<file path="config.mk">
export PLATFORM = sky130hd
export DESIGN_NAME = muldiv_ctrl
export DESIGN_NICKNAME = d
export VERILOG_FILES = /design/src/rtl/muldiv_ctrl_pkg.sv /design/src/rtl/muldiv_core.sv /design/src/rtl/muldiv_ctrl.sv
export SDC_FILE = /design/constraint.sdc
export NUM_CORES = 1
export LEC_CHECK = 0
export BUFFER_PORTS_ARGS = -buffer_cell sky130_fd_sc_hd__buf_2
export CAP_MARGIN = 30
export CORE_UTILIZATION = 30
export DETAILED_ROUTE_END_ITERATION = 10
export PLACE_DENSITY = 0.49
export SYNTH_ARGS = -nofsm -noshare
export SYNTH_HDL_FRONTEND = slang
export SYNTH_SLANG_ARGS = --single-unit
</file>
<file path="constraint.sdc">
create_clock -name clk -period 6.6 [get_ports clk]
set_input_delay 0.66 -clock clk [delete_from_list [all_inputs] [get_ports clk]]
set_output_delay 0.66 -clock clk [all_outputs]
set_load 0.1 [all_outputs]
</file>
<file path="src/rtl/muldiv_ctrl_pkg.sv">
// ============================================================================
// Module  : muldiv_ctrl_pkg
// Brief   : RV32M funct3 codes, FSM state encoding and operand-sign helpers
// Revision: 1.0 - initial release
// ============================================================================
`default_nettype none

package muldiv_ctrl_pkg;

  localparam logic [2:0] c_MULDIV_MUL    = 3'b000;
  localparam logic [2:0] c_MULDIV_MULH   = 3'b001;
  localparam logic [2:0] c_MULDIV_MULHSU = 3'b010;
  localparam logic [2:0] c_MULDIV_MULHU  = 3'b011;
  localparam logic [2:0] c_MULDIV_DIV    = 3'b100;
  localparam logic [2:0] c_MULDIV_DIVU   = 3'b101;
  localparam logic [2:0] c_MULDIV_REM    = 3'b110;
  localparam logic [2:0] c_MULDIV_REMU   = 3'b111;

  typedef enum logic [1:0] {
    S_IDLE = 2'd0,
    S_RUN  = 2'd1,
    S_FIX  = 2'd2,
    S_DONE = 2'd3
  } muldiv_state_t;

  // rs1 is signed for MUL, MULH, MULHSU, DIV and REM
  function automatic logic arg1_signed(input logic [2:0] op);
    return (op == c_MULDIV_MUL) || (op == c_MULDIV_MULH) || (op == c_MULDIV_MULHSU) ||
           (op == c_MULDIV_DIV) || (op == c_MULDIV_REM);
  endfunction

  function automatic logic arg2_signed(input logic [2:0] op);
    return (op == c_MULDIV_MUL) || (op == c_MULDIV_MULH) ||
           (op == c_MULDIV_DIV) || (op == c_MULDIV_REM);
  endfunction

endpackage

`default_nettype wire

</file>
<file path="src/rtl/muldiv_core.sv">
// ============================================================================
// Module  : muldiv_core
// Brief   : one-step shift-add multiply / restoring divide on a 2W accumulator
// Revision: 1.0 - initial release
// ============================================================================
`default_nettype none

module muldiv_core #(
  parameter int WIDTH = 32
) (
  input  logic               clk,
  input  logic               rst,
  input  logic               load,
  input  logic               step,
  input  logic               is_div,
  input  logic [WIDTH-1:0]   op_a,
  input  logic [WIDTH-1:0]   op_b,
  output logic [2*WIDTH-1:0] acc_nxt
);

  logic [2*WIDTH-1:0] r_acc;
  logic [WIDTH-1:0]   r_b;
  logic               r_is_div;

  logic [WIDTH:0]     w_sum;
  logic [2*WIDTH-1:0] w_mul_nxt;
  logic [2*WIDTH:0]   w_shl;
  logic [WIDTH:0]     w_diff;
  logic [2*WIDTH-1:0] w_div_nxt;

  // Multiply: {hi,lo} with multiplier in lo; add multiplicand to hi, shift right
  assign w_sum     = {1'b0, r_acc[2*WIDTH-1:WIDTH]} + (r_acc[0] ? {1'b0, r_b} : '0);
  assign w_mul_nxt = {w_sum, r_acc[WIDTH-1:1]};

  // Divide: {rem,quo}; shift left, keep the trial subtraction when it does not borrow
  assign w_shl     = {r_acc, 1'b0};
  assign w_diff    = w_shl[2*WIDTH:WIDTH] - {1'b0, r_b};
  assign w_div_nxt = w_diff[WIDTH] ? w_shl[2*WIDTH-1:0]
                                   : {w_diff[WIDTH-1:0], w_shl[WIDTH-1:1], 1'b1};

  assign acc_nxt = r_is_div ? w_div_nxt : w_mul_nxt;

  always_ff @(posedge clk or negedge rst) begin
    if (!rst) begin
      r_acc    <= '0;
      r_b      <= '0;
      r_is_div <= 1'b0;
    end else if (load) begin
      r_acc    <= {{WIDTH{1'b0}}, op_a};
      r_b      <= op_b;
      r_is_div <= is_div;
    end else if (step) begin
      r_acc    <= acc_nxt;
    end
  end

endmodule

`default_nettype wire

</file>
<file path="src/rtl/muldiv_ctrl.sv">
// ============================================================================
// Module  : muldiv_ctrl
// Brief   : iterative RV32M sequencer - FSM, counter, sign fixup, output regs
// Revision: 1.0 - initial release
// ============================================================================
`default_nettype none

module muldiv_ctrl
  import muldiv_ctrl_pkg::*;
#(
  parameter int WORD_SIZE = 32,
  parameter int NUM_REGS  = 32,
  parameter int REG_SEL   = $clog2(NUM_REGS)
) (
  input  logic                 clk,
  input  logic                 rst,
  input  logic                 start,
  input  logic [2:0]           op,
  input  logic [WORD_SIZE-1:0] arg1,
  input  logic [WORD_SIZE-1:0] arg2,
  input  logic [REG_SEL-1:0]   rd,
  input  logic                 flush,
  output logic                 stall,
  output logic                 busy,
  output logic                 done,
  output logic [WORD_SIZE-1:0] result,
  output logic [REG_SEL-1:0]   rd_out
);

  localparam logic [WORD_SIZE-1:0] c_MIN = {1'b1, {(WORD_SIZE-1){1'b0}}};

  muldiv_state_t r_state, w_state_nxt;
  logic [4:0]           r_count;
  logic [2:0]           r_op;
  logic [REG_SEL-1:0]   r_rd;
  logic                 r_neg;
  logic [WORD_SIZE-1:0] r_fix;

  logic                   w_accept, w_sa, w_sb, w_div0, w_ovf, w_fix, w_neg, w_last;
  logic [WORD_SIZE-1:0]   w_mag1, w_mag2, w_fix_val;
  logic [2*WORD_SIZE-1:0] w_acc_nxt, w_prod;
  logic [WORD_SIZE-1:0]   w_quo_rem, w_div_res, w_final;

  assign w_accept = (r_state == S_IDLE) && start && !flush;
  assign w_sa     = arg1_signed(op) & arg1[WORD_SIZE-1];
  assign w_sb     = arg2_signed(op) & arg2[WORD_SIZE-1];
  assign w_mag1   = w_sa ? -arg1 : arg1;
  assign w_mag2   = w_sb ? -arg2 : arg2;
  assign w_div0   = (arg2 == '0);
  assign w_ovf    = ((op == c_MULDIV_DIV) || (op == c_MULDIV_REM)) &&
                    (arg1 == c_MIN) && (arg2 == '1);
  assign w_fix    = op[2] && (w_div0 || w_ovf);
  // Remainder takes the dividend's sign; products and quotients take the xor
  assign w_neg    = (op[2] && op[1]) ? w_sa : (w_sa ^ w_sb);
  assign w_fix_val = w_div0 ? (op[1] ? arg1 : '1) : (op[1] ? '0 : c_MIN);

  muldiv_core #(.WIDTH(WORD_SIZE)) u_core (
    .clk     (clk),
    .rst     (rst),
    .load    (w_accept),
    .step    ((r_state == S_RUN) && !flush),
    .is_div  (op[2]),
    .op_a    (w_mag1),
    .op_b    (w_mag2),
    .acc_nxt (w_acc_nxt)
  );

  // Final result is formed from the last step's value so it is registered on entry to DONE
  assign w_last    = (r_state == S_RUN) && (r_count == 5'd31);
  assign w_prod    = r_neg ? -w_acc_nxt : w_acc_nxt;
  assign w_quo_rem = r_op[1] ? w_acc_nxt[2*WORD_SIZE-1:WORD_SIZE] : w_acc_nxt[WORD_SIZE-1:0];
  assign w_div_res = r_neg ? -w_quo_rem : w_quo_rem;
  assign w_final   = r_op[2] ? w_div_res :
                     (r_op == c_MULDIV_MUL) ? w_prod[WORD_SIZE-1:0]
                                            : w_prod[2*WORD_SIZE-1:WORD_SIZE];

  always_comb begin
    w_state_nxt = r_state;
    case (r_state)
      S_IDLE:  if (w_accept) w_state_nxt = w_fix ? S_FIX : S_RUN;
      S_RUN:   if (r_count == 5'd31) w_state_nxt = S_DONE;
      S_FIX:   w_state_nxt = S_DONE;
      S_DONE:  w_state_nxt = S_IDLE;
      default: w_state_nxt = S_IDLE;
    endcase
    if (flush) w_state_nxt = S_IDLE;
  end

  always_ff @(posedge clk or negedge rst) begin
    if (!rst) begin
      r_state <= S_IDLE;
      r_count <= '0;
      r_op    <= '0;
      r_rd    <= '0;
      r_neg   <= 1'b0;
      r_fix   <= '0;
      result  <= '0;
      rd_out  <= '0;
    end else begin
      r_state <= w_state_nxt;
      r_count <= ((r_state == S_RUN) && !flush) ? r_count + 5'd1 : 5'd0;
      if (w_accept) begin
        r_op  <= op;
        r_rd  <= rd;
        r_neg <= w_neg;
        r_fix <= w_fix_val;
      end
      if (!flush && w_last) begin
        result <= w_final;
        rd_out <= r_rd;
      end else if (!flush && (r_state == S_FIX)) begin
        result <= r_fix;
        rd_out <= r_rd;
      end
    end
  end

  assign stall = w_accept || (r_state == S_RUN) || (r_state == S_FIX);
  assign busy  = (r_state != S_IDLE);
  assign done  = (r_state == S_DONE) && !flush;

endmodule

`default_nettype wire
</file>
==> results.cfg <==
[status]
run_status = complete, no violations

[power]
worst_ir_drop_vdd_v = 0.0003298
power.density_mw_per_mm2 = 621.6
leakagePower_uw = 0.008808

[synthesis]
synthArstFlopShare_pct = 100.0
syn_area_sq_mm = 0.01890
post_synthesis_cells = 2520
post_synth.cell_area_avg_sq_um = 7.501
seq_area_frac_synth_pct = 23.96
yosys.cell_types.count = 105
synthFlopType = sky130_fd_sc_hd__dfrtp_1
synthesis.nets = 2674
synth_seq_cells = 181
yosysWarningCount = 0
synth_enable_flop_cells = 0

[worst_setup_path]
setup_crit_start_kind = register
crit_start = u_core.r_acc[48]
end_kind = register
required_ps = 7010
worstPathArrival_ps = 6550
regToRegEndpoint = result[28]
critical_path_class = register to register
crit_buf_inv = 0
maximum_fanout_along_the_worst_path = 11
cp_cell_instances = ha_1 -> nand4_1 -> nor4_4 -> nand3_1 -> o32a_1 -> o2111ai_1 -> a21boi_0 -> ha_1 -> o211ai_1 -> or2_2 -> nand2b_1 -> nand2b_1 -> or2_2 -> nor2_1 -> and4bb_2 -> nand4b_1 -> o41ai_1 -> xor2_1 -> a21oi_1 -> a221oi_1
crit_slowest_cell = sky130_fd_sc_hd__ha_1
cp_num_cells = 20
r2r_cells = 20
crit_path_end = result[28]
cpPeakStageDelay_ps = 500
critical-path-top-delay-family = simple AND/OR/NAND/NOR gates
reg2reg_slack_ps = 460
crit-reg2reg-launch = u_core.r_acc[48]

[final_layout]
final_design_area_no_fill_sq_mm = 0.02110
share_of_post_route_cells_with_drive_strength_above_1_pct = 11.35
final_cell_mix = 355 x sky130_fd_sc_hd__nand2_1, 198 x sky130_fd_sc_hd__nor2_1, 196 x sky130_fd_sc_hd__o21ai_0
most_frequent_standard_cell_in_the_layout_excluding_fill_and_tap_cells = sky130_fd_sc_hd__nand2_1
nets = 2714
diodes = 0
areaGrowthSynthToFinish_pct = 11.64

[clocking]
post_cts.repair.setup_buffers = 0
tritoncts = done
clk_pin_slew_ps = 90
cts-root-to-sink-buffers = 2
post_cts.resized_instances = 0
ctsHtreeMaxLevel = 4
cts-hold-fix-buffers = 0
cts.root.buffer_cell = sky130_fd_sc_hd__clkbuf_16
numCtsBuffers = 17
worstSkewPairLatency_ps = 510
numClockSinks = 181

[grt]
number_of_global_route_vias_before_repair = 18718
globalRouteTotalUtil_pct = 25.77
wire_length_of_the_first_global_routing_pass_microns = 123400
antenna_found_initial = 3
pin_count_of_the_biggest_net_entering_global_routing = 174
grt-ovfl-total = 0

[sta]
grt_setup_unrepaired = no
max_freq_ghz = 0.1629
worstMarginPinSlew_ps = 1032
clock-skew-final_ps = 16.72
finalCritPeriodShare_pct = 93.00
final_period_minus_worst_setup_slack_ps = 6138
timing.max_slew.rel_slack_pct = 30.86
final-max-slew-violation-count = 0
hold_viol = 0
totalNegativeSetupSlack_ps = 0
final-setup-viol-count = 0

[placement]
placed_instance_area_sq_mm = 0.02045
dp_hpwl_microns = 64310
port_buffers = 115
place.gp.congestion = 0.9836

[floorplanning]
die_area_sq_mm = 0.06402
die-width_microns = 253.0
initial_core_util_pct = 30.52
core_area_sq_mm = 0.06194
placementRows = 91
io_pins = 116
chipHeight_microns = 253.0

[route]
route.final.wire_length_microns = 82600
ant_nets = 0
detail_route.drc_violations = 0
avgViaCountPerCell = 5.840
vias = 19915
avgRoutedWirePerCell_microns = 24.22
number_of_optimization_iterations_in_the_first_detailed_route_pass = 7
detail_route.iter0.violations = 2034

[job]
cap_violations = 0

[worst_hold_path]
hold_class = input port to async pin
## metrics by stage
| step | total power (uW) | setup WS, ps | instances | hold WS (ps) | util, % |
|---|---|---|---|---|---|
| finish | 13120 | 461.9 | 3410 | 125.4 | 34.07 |
| CTS | 12980 | 586.3 | 3408 | 157.0 | 34.02 |
| detailed placement | 11750 | 656.1 | 3376 | 464.7 | 33.01 |
| floorplan | 8587 | 944.5 | 2520 | 364.4 | - |
| global placement | 11690 | 745.9 | 3372 | 452.8 | 32.94 |
| global route | 14020 | 103.2 | 3410 | 179.7 | 34.07 |
## power by group
part / switching [uW] / internal, uW / total (uW)
Combinational: 6560 / 3390 / 9950
Sequential: 568 / 1430 / 2000
Clock: 550 / 621 / 1170
Total: 7680 / 5440 / 13100
## registers in the layout (all words and copies together), names as in the netlist
register / count
u_core.r_acc: 64
r_fix: 32
result: 32
u_core.r_b: 32
r_count: 5
r_rd: 5
rd_out: 5
r_op: 2
r_state: 2
r_neg: 1
u_core.r_is_div: 1
## cells in the mapped netlist, drive strengths merged, types with 18 or more instances
cell type	count	area (sq um)
a31oi	33	206.5
dfrtp	181	4529
xnor2	75	656.9
nor3	80	405.4
nand4	30	200.2
and3	24	150.1
mux2i	71	714.4
o31ai	60	460.4
nand3	55	275.3
o211ai	53	411.6
buf	30	155.2
inv	72	270.3
o21a	25	187.7
ha	76	950.9
xor2	79	691.9
a221oi	19	190.2
and2	56	352.8
a21oi	188	944.7
or3	22	137.6
nand2	356	1339
mux2	23	259.0
nor2	199	747.0
a211oi	43	337.8
o21ai	201	1006
clkbuf	130	488.0
nor2b	40	250.2
a21o	31	232.7
or4	18	138.9
## logic make-up after synthesis
family                   count (synthesis)  share of synthesized area (%)
AND/OR/NAND/NOR                        963                          24.52
AO/OA/AOI/OAI                          813                          28.77
buffers and inverters                  234                          4.872
flip-flops                             181                          23.96
XOR/XNOR                               154                          7.135
multiplexers                            97                          5.507
adder cells (fa/ha/maj)                 78                          5.242
## metal layers
layer | vias up | wire [microns] | share of wire, % | track usage, %
met5 | - | 0 | 0 | 0
met3 | 101 | 3750 | 4.5 | 3.413
met1 | 9844 | 38120 | 46 | 35.25
met2 | 620 | 38560 | 47 | 41.90
met4 | 0 | 2178 | 2.6 | 7.844
li1 | 9350 | - | - | -
## final cells by class
class | count | area [sq um]
inverters | 74 | 277.8
multi-input cells | 2105 | 13480
well taps | 837 | 1047
clock buffers | 20 | 446.7
repair buffers | 181 | 1135
flip-flops and latches | 181 | 4536
fillers | 6819 | 40840
clock inverters | 12 | 178.9
## how the worst min path moves through the flow
stage	to	start	cells after the start
after detailed placement	r_count[0]	r_count[0]	1
final	result[5]	rst	1
after CTS	result[3]	rst	1
after floorplan	r_count[0]	rst	0
after global placement	r_count[0]	r_count[0]	1
after global routing	result[3]	rst	1
No activity file was read; power rests on OpenSTA's default activity.
